File: src/rtl/decoder_scan.sv
// decoder_scan -- registered N-to-2**N one-hot decoder with an auto-scan mode.
//
// Parameters
//   N    index width; d is 2**N bits wide
//   DIV  clock cycles per scan step (>= 1)
//
// Ports
//   clk   rising-edge clock
//   rst   synchronous active-high reset
//   en    block enable (0 forces d to zero)
//   mode  0 = direct decode of a, 1 = auto-scan
//   a     direct-decode address / scan start index
//   last  highest scan index (inclusive)
//   dir   scan direction, 0 = up, 1 = down
//   d     registered one-hot of idx (zero when disabled)
//   idx   registered index currently decoded
//   wrap  one-cycle pulse after a wrapping scan step
module decoder_scan #(
  parameter int N   = 3,
  parameter int DIV = 4
) (
  input  logic              clk,
  input  logic              rst,
  input  logic              en,
  input  logic              mode,
  input  logic [N-1:0]      a,
  input  logic [N-1:0]      last,
  input  logic              dir,
  output logic [2**N-1:0]   d,
  output logic [N-1:0]      idx,
  output logic              wrap
);

  localparam int PW = (DIV > 1) ? $clog2(DIV) : 1;
  localparam logic [PW-1:0] PMAX = PW'(DIV - 1);
  localparam logic [PW-1:0] PONE = PW'(1);
  localparam logic [N-1:0]  IONE = N'(1);

  localparam logic [1:0] OFF    = 2'd0;
  localparam logic [1:0] DIRECT = 2'd1;
  localparam logic [1:0] SCAN   = 2'd2;

  logic [1:0]        state, nstate;
  logic [PW-1:0]     pre, npre;
  logic [N-1:0]      nidx;
  logic              nwrap;
  logic              don;
  logic [2**N-1:0]   nd;

  // Next-state and datapath are resolved together so that d is always the
  // one-hot of the index being loaded on the same edge.
  always_comb begin
    nstate = !en ? OFF : (!mode ? DIRECT : SCAN);
    nidx   = idx;
    npre   = '0;
    nwrap  = 1'b0;
    don    = 1'b1;
    case (nstate)
      OFF: begin
        don = 1'b0;
      end
      DIRECT: begin
        nidx = a;
      end
      default: begin
        if (state != SCAN) begin
          // Entry: start index clamped to the scan range.
          nidx = (a > last) ? last : a;
        end else if (pre == PMAX) begin
          if (!dir) begin
            if (idx >= last) begin
              nidx  = '0;
              nwrap = 1'b1;
            end else begin
              nidx = idx + IONE;
            end
          end else begin
            if (idx == '0) begin
              nidx  = last;
              nwrap = 1'b1;
            end else if (idx > last) begin
              nidx = last;
            end else begin
              nidx = idx - IONE;
            end
          end
        end else begin
          npre = pre + PONE;
        end
      end
    endcase
    nd = '0;
    if (don) nd[nidx] = 1'b1;
  end

  always_ff @(posedge clk) begin
    if (rst) begin
      state <= OFF;
      pre   <= '0;
      idx   <= '0;
      d     <= '0;
      wrap  <= 1'b0;
    end else begin
      state <= nstate;
      pre   <= npre;
      idx   <= nidx;
      d     <= nd;
      wrap  <= nwrap;
    end
  end

endmodule

File: config.mk
export PLATFORM = sky130hd
export DESIGN_NAME = decoder_scan
export DESIGN_NICKNAME = d
export VERILOG_FILES = /design/src/rtl/decoder_scan.sv
export SDC_FILE = /design/constraint.sdc
export NUM_CORES = 1
export LEC_CHECK = 0
export CORE_UTILIZATION = 45
export DETAILED_ROUTE_END_ITERATION = 10
export GPL_TIMING_DRIVEN = 1
export PLACE_DENSITY_LB_ADDON = 0.1
export SYNTH_ARGS = -nofsm -noshare
export SYNTH_HDL_FRONTEND = slang
export SYNTH_SLANG_ARGS = --single-unit
File: constraint.sdc
create_clock -name clk -period 5.1 [get_ports clk]
set_clock_uncertainty 0.05 [all_clocks]
set_input_delay 1.53 -clock clk [delete_from_list [all_inputs] [get_ports clk]]
set_output_delay 1.53 -clock clk [all_outputs]
set_load 0.03 [all_outputs]
==> summary.txt, run 1 <==
Outcome
  – Status: completed

Pwr
  – PD cells: 233.6 nW/um^2
  – IR drop worst, VDD: 214.5 uV
  – Total power: 0.3011 mW
  – Pint: 0.2094 mW
  – Switching Fraction: 30.45%
  – Combinational share of power: 27.9%
  – Switching pwr: 0.09169 mW
  – Clock power share: 27.5%
  – Sequential share of power: 44.6%
  – Leak: 0.5118 nW

Synth
  – Post-synth EDFFs: 0
  – Post-synthesis cell type count: 44
  – Ys Warns: 0
  – Async SR Flop Fraction: 0%
  – Mapped Cells: 116
  – Synth Flop Type: dfxtp_1
  – Post-synthesis sequential area ratio: 31.49%
  – FF+latch count, synth: 16
  – Synthesized area: 1017 um^2
  – Share of the synthesized area in the top cell type: 31.49%
  – Synth area leader: dfxtp_1
  – Syn nets: 137
  – Synth top area cells: dfxtp_1 (31%), ha_1 (12%), nor3_1 (4.4%)
  – Syn Area/Cell: 8.769 um^2

Timing
  – Final WS setup: 1.368 ns
  – Fin crit share: 73.17%
  – Slew @ Worst Pin: 0.6351 ns
  – Maximum clock frequency: 268.0 MHz
  – Final setup vio count: 0
  – Relative slew slack: 57.11%
  – Hold Violations, Final: 0
  – Final max-slew violation count: 0
  – Crit path time final: 3.732 ns
  – RSZ-0062 raised after global routing: no
  – Setup TNS: 0 ns

Floorplanning
  – Chip Height: 49.55 um
  – Die Footprint: 2455 um^2
  – Cell row count: 16
  – Die X: 49.55 um
  – Initial Util: 49.82%
  – I/O pins: 23
  – Core Region: 2042 um^2

Final layout
  – Design Area, Final: 1289 um^2
  – Area occupied by multi-input gates: 651.9 um^2
  – P&R area growth vs syn: 26.69%
  – ANT cells: 0
  – Fillers: 202
  – Leading cell type in the layout, fill and taps excluded: clkdlybuf4s50_1
  – NumNets Final: 160
  – Reg area: 320.3 um^2
  – Layout cells sized above 1: 7.971%
  – Most frequent cells in the layout: clkdlybuf4s50_1 (22), dfxtp_1 (16), nor2_1 (10), ha_1 (10), nor3_1 (9)

Global routing
  – Largest net degree at the start of global routing: 12
  – First-pass GRT wire length: 3898 um
  – Initial antenna violation count: 0
  – Gr usage total: 20.79%
  – Vias in the first global route: 869
  – Congestion Overflow GR: 0

Critical path
  – Worst endpoint required time: 5.19 ns
  – Critical path data arrival time: 3.83 ns
  – Worst setup EP type: register
  – Critical Path Start Type: input pin
  – Cell at the slowest stage of the critical path: o41ai_1
  – Reg2reg path depth: 7
  – Critical path fanouts, max: 5
  – FF-to-FF setup slack: 2.60 ns
  – Crit Path Class: in2reg
  – End of the critical path: d[0]
  – RR Endpoint: d[0]
  – Max incr delay on CP: 0.63 ns
  – Crit-path cells: clkdlybuf4s50_1, inv_1, ha_1, a21oi_2, a21oi_4, a21oi_2, nor2_1, o41ai_1, nor3_1
  – Reg-to-Reg Start: idx[2]
  – CP Launch Point: last[2]
  – Critical Path Most Common Cell: a21oi_2

Detailed routing
  – DRC: 0
  – Detailed Route WL: 2253 um
  – Pre-Repair DR Iteration Count: 4
  – Vias per inst: 5.570
  – DR WL/cell: 13.65 um
  – DRT iter0 DRCs: 19
  – Remaining antenna violation count: 0
  – Via count: 919

Clock network
  – H-Tree Depth: 1
  – Post-CTS sizing: 0
  – Num CTS Buffers: 3
  – CTS Root Buffer Type: clkbuf_4
  – # hold bufs at CTS: 0
  – Clk_lat worst skew: 0.28 ns
  – TritonCTS clock tree: yes
  – CTS clock-pin slew for the worst setup and hold paths: 0.09 ns
  – Postcts setup bufs: 0
  – Clock buffer depth: 2
  – CTS sink cnt: 16

Placement
  – Placed Area: 1252 um^2
  – GPL Wtd Cong: 0.8329
  – DP Worst Slack: 1.053 ns
  – Hpwl dp: 1828 um
  – PortBufs: 22

Job
  – MaxCap Viol Count: 0

Hold path
  – Worst min-delay path class: reg2reg
## metrics by stage
stage | hold slack (ns) | util (%) | cells
2_1_floorplan | 0.3538 | - | 116
3_3_place_gp | 0.3626 | 61.34 | 161
3_5_place_dp | 0.3738 | 61.34 | 161
4_1_cts | 0.3877 | 63.11 | 165
5_1_grt | 0.3960 | 63.11 | 165
6_report | 0.3843 | 63.11 | 165
## cell families (layout without fill, tap and decap cells)
logic type | count (synthesis) | count (layout) | synth area share [%]
AOI/OAI and AO/OA | 27 | 27 | 21.77
xor gates and xnor gates | 1 | 1 | 0.8612
adders and majority gates | 10 | 10 | 12.30
buffers and inverters | 11 | 33 | 4.429
DFF | 16 | 16 | 31.49
muxes | 4 | 4 | 3.936
and+or+nand+nor | 47 | 47 | 25.22
## state kept, by name, indices dropped and copies added, names as in the netlist
register	flops
wrap	1
d	8
idx	3
pre	2
state	2
## worst max-delay path: cells and delay by family
| family | cells | cell delay, ns |
|---|---|---|
| compound gates | 4 | 1.17 |
| buf+inv | 2 | 0.54 |
| fa+ha+maj | 1 | 0.36 |
| simple gates | 2 | 0.22 |
## power groups by stage
stage	logic, mW	registers (mW)	clock network (mW)
2_1_floorplan	0.0499	0.142	0
3_3_place_gp	0.0817	0.137	0
3_5_place_dp	0.0838	0.137	0
5_1_grt	0.0929	0.135	0.0919
6_report	0.0841	0.134	0.0827
4_1_cts	0.0841	0.134	0.0863
## per-layer routing
metal  GRT usage [%]  share of wire (%)
met4           7.143                1.2
met1           27.03                 48
met2           34.91                 48
met3           2.778                2.9
met5               0                  0
## layout make-up
type	instances	share of cell area (%)
Multi-Input combinational cell	89	50.58
Sequential cell	16	24.85
Tap cell	27	2.621
Clock buffer	4	2.816
Inverter	7	2.039
Timing Repair Buffer	22	17.09
## worst min-delay path by stage
stage | end | cells after the start | from | slack [ns]
2_1_floorplan | pre[0] | 1 | pre[0] | 0.35
3_3_place_gp | pre[0] | 1 | pre[0] | 0.36
3_5_place_dp | pre[0] | 1 | pre[0] | 0.37
4_1_cts | pre[0] | 1 | pre[0] | 0.39
5_1_grt | pre[0] | 1 | pre[0] | 0.40
6_report | pre[0] | 1 | pre[0] | 0.38
## cells in the mapped netlist (all sizes together), types with 2 or more instances
cell / number
nand2: 7
or2: 2
dfxtp: 16
nand2b: 3
nor2: 10
a31oi: 2
nor3: 9
clkbuf: 3
ha: 10
and3: 2
inv: 7
a22oi: 2
a21oi: 6
mux2i: 4
o211ai: 2
nor3b: 2
nand3b: 2
o21bai: 2
o21ai: 5
Power figures use the tool's default switching activity.
==> run 2, diff against run 1 <==
Clock period 5.1 ns to 3.7 ns, I/O delays scaled along.
==> run 2 against run 1 <==
  * Die area is the same
  * Sequential cell count is the same
  * Global-route usage shrank 0.091 points
  * Sequential power grew 38%
  * Critical path type unchanged
==> summary.txt, run 2 (synthesized netlist as in run 1, its figures left out) <==
Outcome
  – Status: completed

Timing
  – Crit path time final: 3.311 ns
  – Slew @ Worst Pin: 0.6701 ns (+0.03506 ns)
  – Relative slew slack: 54.74% (-2.4 points)
  – Fin crit share: 89.49%
  – Hold Violations, Final: 0 (unchanged)
  – Setup TNS: 0 ns (unchanged)
  – RSZ-0062 raised after global routing: no
  – Maximum clock frequency: 302.0 MHz
  – Final max-slew violation count: 0 (unchanged)
  – Final setup vio count: 0 (unchanged)

Critical path
  – Crit Path Class: in2reg
  – Critical path fanouts, max: 5 (unchanged)
  – Worst endpoint required time: 3.79 ns (-1.40 ns)
  – Max incr delay on CP: 0.62 ns (about the same)
  – Crit-path cells: clkdlybuf4s50_1, inv_1, ha_1, and3_1, a21oi_4, a21oi_2, and2_1, o41ai_1, nor3_1
  – Worst setup EP type: register
  – CP top delay family: compound AO/OA/AOI/OAI gates
  – Cell at the slowest stage of the critical path: o41ai_1
  – Critical path data arrival time: 3.40 ns (-0.43 ns)
  – Critical Path Start Type: input pin
  – Worst path bufs/invs: 2 (unchanged)

Placement
  – Hpwl dp: 1839 um (+0.63%)
  – Placed Area: 1267 um^2 (+1.2%)
  – GPL Wtd Cong: 0.8487 (+1.9%)
  – PortBufs: 22 (unchanged)

Job
  – MaxCap Viol Count: 0 (unchanged)

Detailed routing
  – DR WL/cell: 13.56 um (-0.69%)
  – Remaining antenna violation count: 0 (unchanged)
  – Via count: 918 (-0.11%)
  – Detailed Route WL: 2251 um (about the same)
  – DRC: 0 (unchanged)
  – Vias per inst: 5.530 (-0.71%)
  – Pre-Repair DR Iteration Count: 4 (unchanged)
  – DRT iter0 DRCs: 19 (unchanged)

Final layout
  – Layout cells sized above 1: 8.633% (+0.66 points)
  – Largest regs: d x8, idx x3
  – NumNets Final: 162 (+1.3%)
  – ANT cells: 0 (unchanged)
  – Leading cell type in the layout, fill and taps excluded: clkdlybuf4s50_1
  – P&R area growth vs syn: 26.81% (about the same)
  – Largest register FFs: 8 (unchanged)
  – Top reg by flops: d
  – Most frequent cells in the layout: clkdlybuf4s50_1 (22), dfxtp_1 (16), nor2_1 (10), ha_1 (10), nor3_1 (9)
  – Design Area, Final: 1290 um^2 (about the same)
  – Final core occ: 63.17% (about the same)

Floorplanning
  – I/O pins: 23 (unchanged)
  – Cell row count: 16 (unchanged)
  – Core Region: 2042 um^2 (unchanged)
  – Die X: 49.55 um (unchanged)
  – Chip Height: 49.55 um (unchanged)
  – Initial Util: 49.82% (unchanged)
  – Die Footprint: 2455 um^2 (unchanged)

Clock network
  – CTS clock-pin slew for the worst setup and hold paths: 0.08 ns (about the same)
  – CTS Root Buffer Type: clkbuf_4
  – Postcts setup bufs: 0 (unchanged)
  – Num CTS Buffers: 3 (unchanged)
  – H-Tree Depth: 1 (unchanged)
  – Clk_lat worst skew: 0.28 ns (about the same)
  – CTS sink cnt: 16 (unchanged)
  – # hold bufs at CTS: 0 (unchanged)
  – Post-CTS sizing: 0 (unchanged)
  – TritonCTS clock tree: yes
  – Clock buffer depth: 2 (unchanged)

Global routing
  – Congestion Overflow GR: 0 (unchanged)
  – First-pass GRT wire length: 3995 um (+2.5%)
  – Largest net degree at the start of global routing: 12 (unchanged)
  – Gr usage total: 20.70% (-0.091 points)
  – Initial antenna violation count: 0 (unchanged)
  – Vias in the first global route: 899 (+3.5%)

Pwr
  – PD cells: 301.9 nW/um^2 (+29%)
  – IR drop worst, VDD: 234.8 uV (+9.5%)
  – Leak: 0.5139 nW (+0.41%)

Hold path
  – Worst min-delay path class: reg2reg
## run 2: cell type report
class	count	area [um^2]
clock buffers	3	22.52
fillers	212	752.0
inverters	7	26.28
multi-input cells	89	651.9
flip-flops and latches	16	320.3
well taps	27	33.78
repair buffers	24	235.2
## run 2: layer usage
metal	global-route usage (%)	wire, um	up-vias
met4	5.238	25	0
met3	4.321	100	4
met2	35.59	1044	21
li1	-	-	472
met1	25.99	1079	421
met5	0	0	-
## run 2: worst paths after layout
check                from     end  slack, ns  cells after the start
setup / recovery  last[2]    d[1]       0.39                      9
hold reg to reg    pre[0]  pre[0]       0.39                      1
hold / removal     pre[0]  pre[0]       0.39                      1
setup reg to reg   idx[0]    d[1]       1.23                      8
## run 2: power by group
| part | internal (mW) | switching [mW] | total, mW |
|---|---|---|---|
| Combinational | 0.0526 | 0.0652 | 0.118 |
| Sequential | 0.178 | 0.00665 | 0.185 |
| Clock | 0.0378 | 0.0491 | 0.0868 |
## run 2: metrics by stage
stage	std cells	setup WS (ns)	hold slack [ns]	power, mW
2_1_floorplan	116	0.8025	0.3538	0.2651
3_3_place_gp	163	0.1689	0.3622	0.3043
3_5_place_dp	163	0.08252	0.3713	0.3066
4_1_cts	166	0.3809	0.3835	0.3926
5_1_grt	166	0.2417	0.3938	0.4093
6_report	166	0.3889	0.3857	0.3895
==> run 3, diff against run 2 <==
Settings changed: PLACE_DENSITY set to 0.73, PLACE_DENSITY_LB_ADDON 0.1 to not set.
==> run 3 against run 2 <==
  * Worst hold slack worse by 0.0019 ns
  * Register-to-register slack worse by 0.04 ns
  * Wire length is 1.3% higher
==> summary.txt, run 3 (synthesized netlist as in run 1, its figures left out) <==
Outcome
  – Status: completed

Floorplanning
  – Initial Util: 49.82% (unchanged)
  – Core Region: 2042 um^2 (unchanged)
  – Die Footprint: 2455 um^2 (unchanged)
  – I/O pins: 23 (unchanged)
  – Cell row count: 16 (unchanged)
  – Die X: 49.55 um (unchanged)
  – Chip Height: 49.55 um (unchanged)

Final layout
  – NumNets Final: 162 (unchanged)
  – Largest regs: d x8, idx x3
  – P&R area growth vs syn: 28.17%
  – Leading cell type in the layout, fill and taps excluded: clkdlybuf4s50_1
  – Most frequent cells in the layout: clkdlybuf4s50_1 (22), dfxtp_1 (16), nor2_1 (10), ha_1 (10), nor3_1 (9)
  – Design Area, Final: 1304 um^2 (+1.1%)
  – Top reg by flops: d
  – Largest register FFs: 8 (unchanged)
  – Layout cells sized above 1: 9.286% (+0.65 points)
  – ANT cells: 0 (unchanged)
  – Fillers: 195 (-8.0%)

Global routing
  – Vias in the first global route: 908 (+1.0%)
  – Gr usage total: 20.83% (+0.13 points)
  – Largest net degree at the start of global routing: 12 (unchanged)
  – First-pass GRT wire length: 3939 um (-1.4%)
  – Congestion Overflow GR: 0 (unchanged)
  – Initial antenna violation count: 0 (unchanged)

Critical path
  – Critical Path Start Type: input pin
  – Reg-to-Reg Start: idx[2]
  – Critical path data arrival time: 3.42 ns (+0.02 ns)
  – Critical path fanouts, max: 5 (unchanged)
  – Worst endpoint required time: 3.80 ns (about the same)
  – Worst setup EP type: register
  – Reg2reg path depth: 7 (-1)
  – RR Endpoint: d[1]
  – FF-to-FF setup slack: 1.19 ns (-0.04 ns)
  – Crit Path Class: in2reg

Placement
  – Placed Area: 1267 um^2 (unchanged)
  – GPL Wtd Cong: 0.8569 (+0.97%)
  – PortBufs: 22 (unchanged)
  – Hpwl dp: 1829 um (-0.53%)

Detailed routing
  – Via count: 959 (+4.5%)
  – Remaining antenna violation count: 0 (unchanged)
  – Pre-Repair DR Iteration Count: 4 (unchanged)
  – DRC: 0 (unchanged)
  – DR WL/cell: 13.66 um (+0.73%)
  – Vias per inst: 5.743 (+3.8%)
  – DRT iter0 DRCs: 39 (+20)
  – Detailed Route WL: 2281 um (+1.3%)

Hold path
  – Worst min-delay path class: reg2reg
  – Hold Path Sink: pre[0]
  – Hold Crit Start: pre[0]
  – Hold depth: 1 (unchanged)

Timing
  – Slew @ Worst Pin: 0.6660 ns (-0.004126 ns)
  – Fin crit share: 89.77% (+0.28 points)
  – Crit path time final: 3.322 ns (+0.01039 ns)
  – Maximum clock frequency: 301.1 MHz (-0.31%)
  – Final max-slew violation count: 0 (unchanged)
  – Min Hold Slack: 0.3838 ns (-0.001858 ns)
  – Relative slew slack: 55.02% (+0.28 points)
  – RSZ-0062 raised after global routing: no
  – Setup TNS: 0 ns (unchanged)
  – Hold Violations, Final: 0 (unchanged)
  – Final setup vio count: 0 (unchanged)

Pwr
  – Total power: 0.4177 mW (+7.3%)
  – IR drop worst, VDD: 210.9 uV (-10%)
  – Leak: 0.5211 nW (+1.4%)
  – PD cells: 320.4 nW/um^2 (+6.1%)

Clock network
  – CTS Root Buffer Type: clkbuf_4
  – Clock buffer depth: 2 (unchanged)
  – H-Tree Depth: 1 (unchanged)
  – Postcts setup bufs: 0 (unchanged)
  – CTS sink cnt: 16 (unchanged)
  – Post-CTS sizing: 0 (unchanged)
  – Clk_lat worst skew: 0.28 ns (about the same)
  – CTS clock-pin slew for the worst setup and hold paths: 0.09 ns (about the same)
  – TritonCTS clock tree: yes
  – Num CTS Buffers: 3 (unchanged)
  – # hold bufs at CTS: 0 (unchanged)

Job
  – MaxCap Viol Count: 0 (unchanged)
==> run 3: changes by cell type in the layout (fill, tap and decap cells not counted) <==
cell | before | now
clkbuf_8 | 0 | 1
==> run 3: cell type report <==
type                    instances  area (um^2)  share of cell area [%]
repair buffers                 24        235.2                   18.04
inverters                       7        26.28                   2.015
clock buffers                   4        36.28                   2.783
flip-flops and latches         16        320.3                   24.57
well taps                      27        33.78                   2.591
multi-input cells              89        651.9                   50.00
==> run 3: worst max path at each step <==
stage,start,end,slack (ns),depth (start not counted)
2_1_floorplan,last[2],d[1],0.80,8
3_3_place_gp,last[2],d[1],0.17,9
3_5_place_dp,last[2],d[1],0.09,9
4_1_cts,last[2],d[1],0.41,9
5_1_grt,last[2],d[1],0.26,9
6_report,last[2],d[1],0.38,9
==> run 3: critical path, cell delays in order <==
cell,delay (ns)
clkdlybuf4s50_1,0.48
inv_1,0.08
ha_1,0.36
and3_1,0.24
a21oi_4,0.14
a21oi_2,0.08
and2_1,0.18
o41ai_1,0.62
nor3_1,0.13
==> run 3: metal layers <==
layer | vias to the layer above | routed length, um | GRT usage (%)
li1 | 476 | - | -
met1 | 444 | 1022 | 26.55
met2 | 37 | 1117 | 34.46
met3 | 2 | 127 | 3.704
met4 | 0 | 14 | 8.095
met5 | - | 0 | 0
==> run 3: stage by stage <==
step,setup slack [ns],std cells,utilization [%]
finish,0.3785,167,63.85
global route,0.2629,167,63.85
CTS,0.4094,167,63.85
detailed placement,0.09223,163,62.07
global placement,0.1699,163,62.07
floorplan,0.8025,116,-
==> run 3: where the power goes <==
| part | internal [mW] | switching, mW | leakage (nW) |
|---|---|---|---|
| Combinational | 0.0528 | 0.0663 | 0.370 |
| Sequential | 0.178 | 0.00700 | 0.130 |
| Clock | 0.0599 | 0.0535 | 0.0210 |
| Total | 0.291 | 0.127 | 0.521 |
==> variant, RTL diff (settings of run 3) <==
The output `d` loses its register stage (`d` becomes a continuous assignment). Comments in the files are not updated.
--- a/src/rtl/decoder_scan.sv
+++ b/src/rtl/decoder_scan.sv
@@ -100,3 +100,2 @@
       idx   <= '0;
-      d     <= '0;
       wrap  <= 1'b0;
@@ -106,3 +105,2 @@
       idx   <= nidx;
-      d     <= nd;
       wrap  <= nwrap;
@@ -111,2 +109,4 @@
 
+  assign d = nd;
+
 endmodule
Check against the original RTL: not equivalent (a bounded check fails within 4 cycles, from zero or initial values and one cycle with rst high).
==> variant against run 3 <==
Area after synthesis shrank 15%. The flow now stops in global routing.
==> variant: results (changes against run 3) <==
logic_synthesis:
  synth.area.top_cells: "sky130_fd_sc_hd__dfxtp_1, sky130_fd_sc_hd__ha_1, sky130_fd_sc_hd__nor3_1, sky130_fd_sc_hd__nor2_1, sky130_fd_sc_hd__mux2i_1"
  synth.cells.most_frequent: "sky130_fd_sc_hd__nor2_1, sky130_fd_sc_hd__nor3_1, sky130_fd_sc_hd__ha_1"
  synth_async_sr_flop_share_pct: 0  # unchanged
  post_synth_cell_types: 38  # -14%
  yosysSeqAreaShare_pct: 18.4  # -13 points
  synth_top_flop_cell: "sky130_fd_sc_hd__dfxtp_1"
  mappedNetlistNets: 132  # -3.6%
  ys.warnings.count: 0  # unchanged
outcome:
  flow.stopped_at: "global routing"
  outcome: "aborted with a tool error"
  flow.first_error: "[ERROR DPL-0033] detailed placement checks failed during check placement."
placement:
  preCtsSetupSlack_ps: -1150  # -1240 ps
  port_buffers: 22  # unchanged
  dp_hpwl_mm: 2.25  # +23%
  place.gp.congestion: 0.840  # -2.0%
clock_network:
  max-clock-path-buffers: 2  # unchanged
  clock_sinks: 8  # -8
  htree_num_levels: 1  # unchanged
  cts_made_buffers: 3  # unchanged
  cts-root-buf: "sky130_fd_sc_hd__clkbuf_4"
sta:
  worstEndpointType: "output port"
  timing.grt.repair.worst_endpoint: "d[6]"
global_routing:
  antenna_found_initial: 0
  grt_start_max_net_pins: 12
die:
  die_width_um: 45.9  # -7.3%
variant: cell types whose count changed after synthesis, sizes merged, moves of 2 or more:
cell / change
nand3: +3
o21bai: -2
nor3: +2
a22oi: -2
nor2: +4
a21oi: +2
a31oi: -2
dfxtp: -8
variant: through the flow:
step	TNS [ps]	cell area (um^2)	cells	util (%)	hold WS (ps)
after floorplan	-2610	1030	111	-	356
after global placement	-8390	1460	182	82.7	361
after detailed placement	-8920	1460	182	82.7	379
after CTS	-4770	1630	189	92.3	386
variant: logic make-up after synthesis:
kind of cell	count (synthesis)	synth area share, %
flip-flops	8	18.4
AO/OA/AOI/OAI	25	25.2
multiplexers	5	5.91
buffers and inverters	12	5.47
adder cells (fa/ha/maj)	10	14.4
AND/OR/NAND/NOR	51	30.5
variant: timing repair:
item	CTS
resized for setup	40
buffers inserted	4
hold buffers	0
setup endpoints to repair	8
pin swaps	15
gates cloned	0
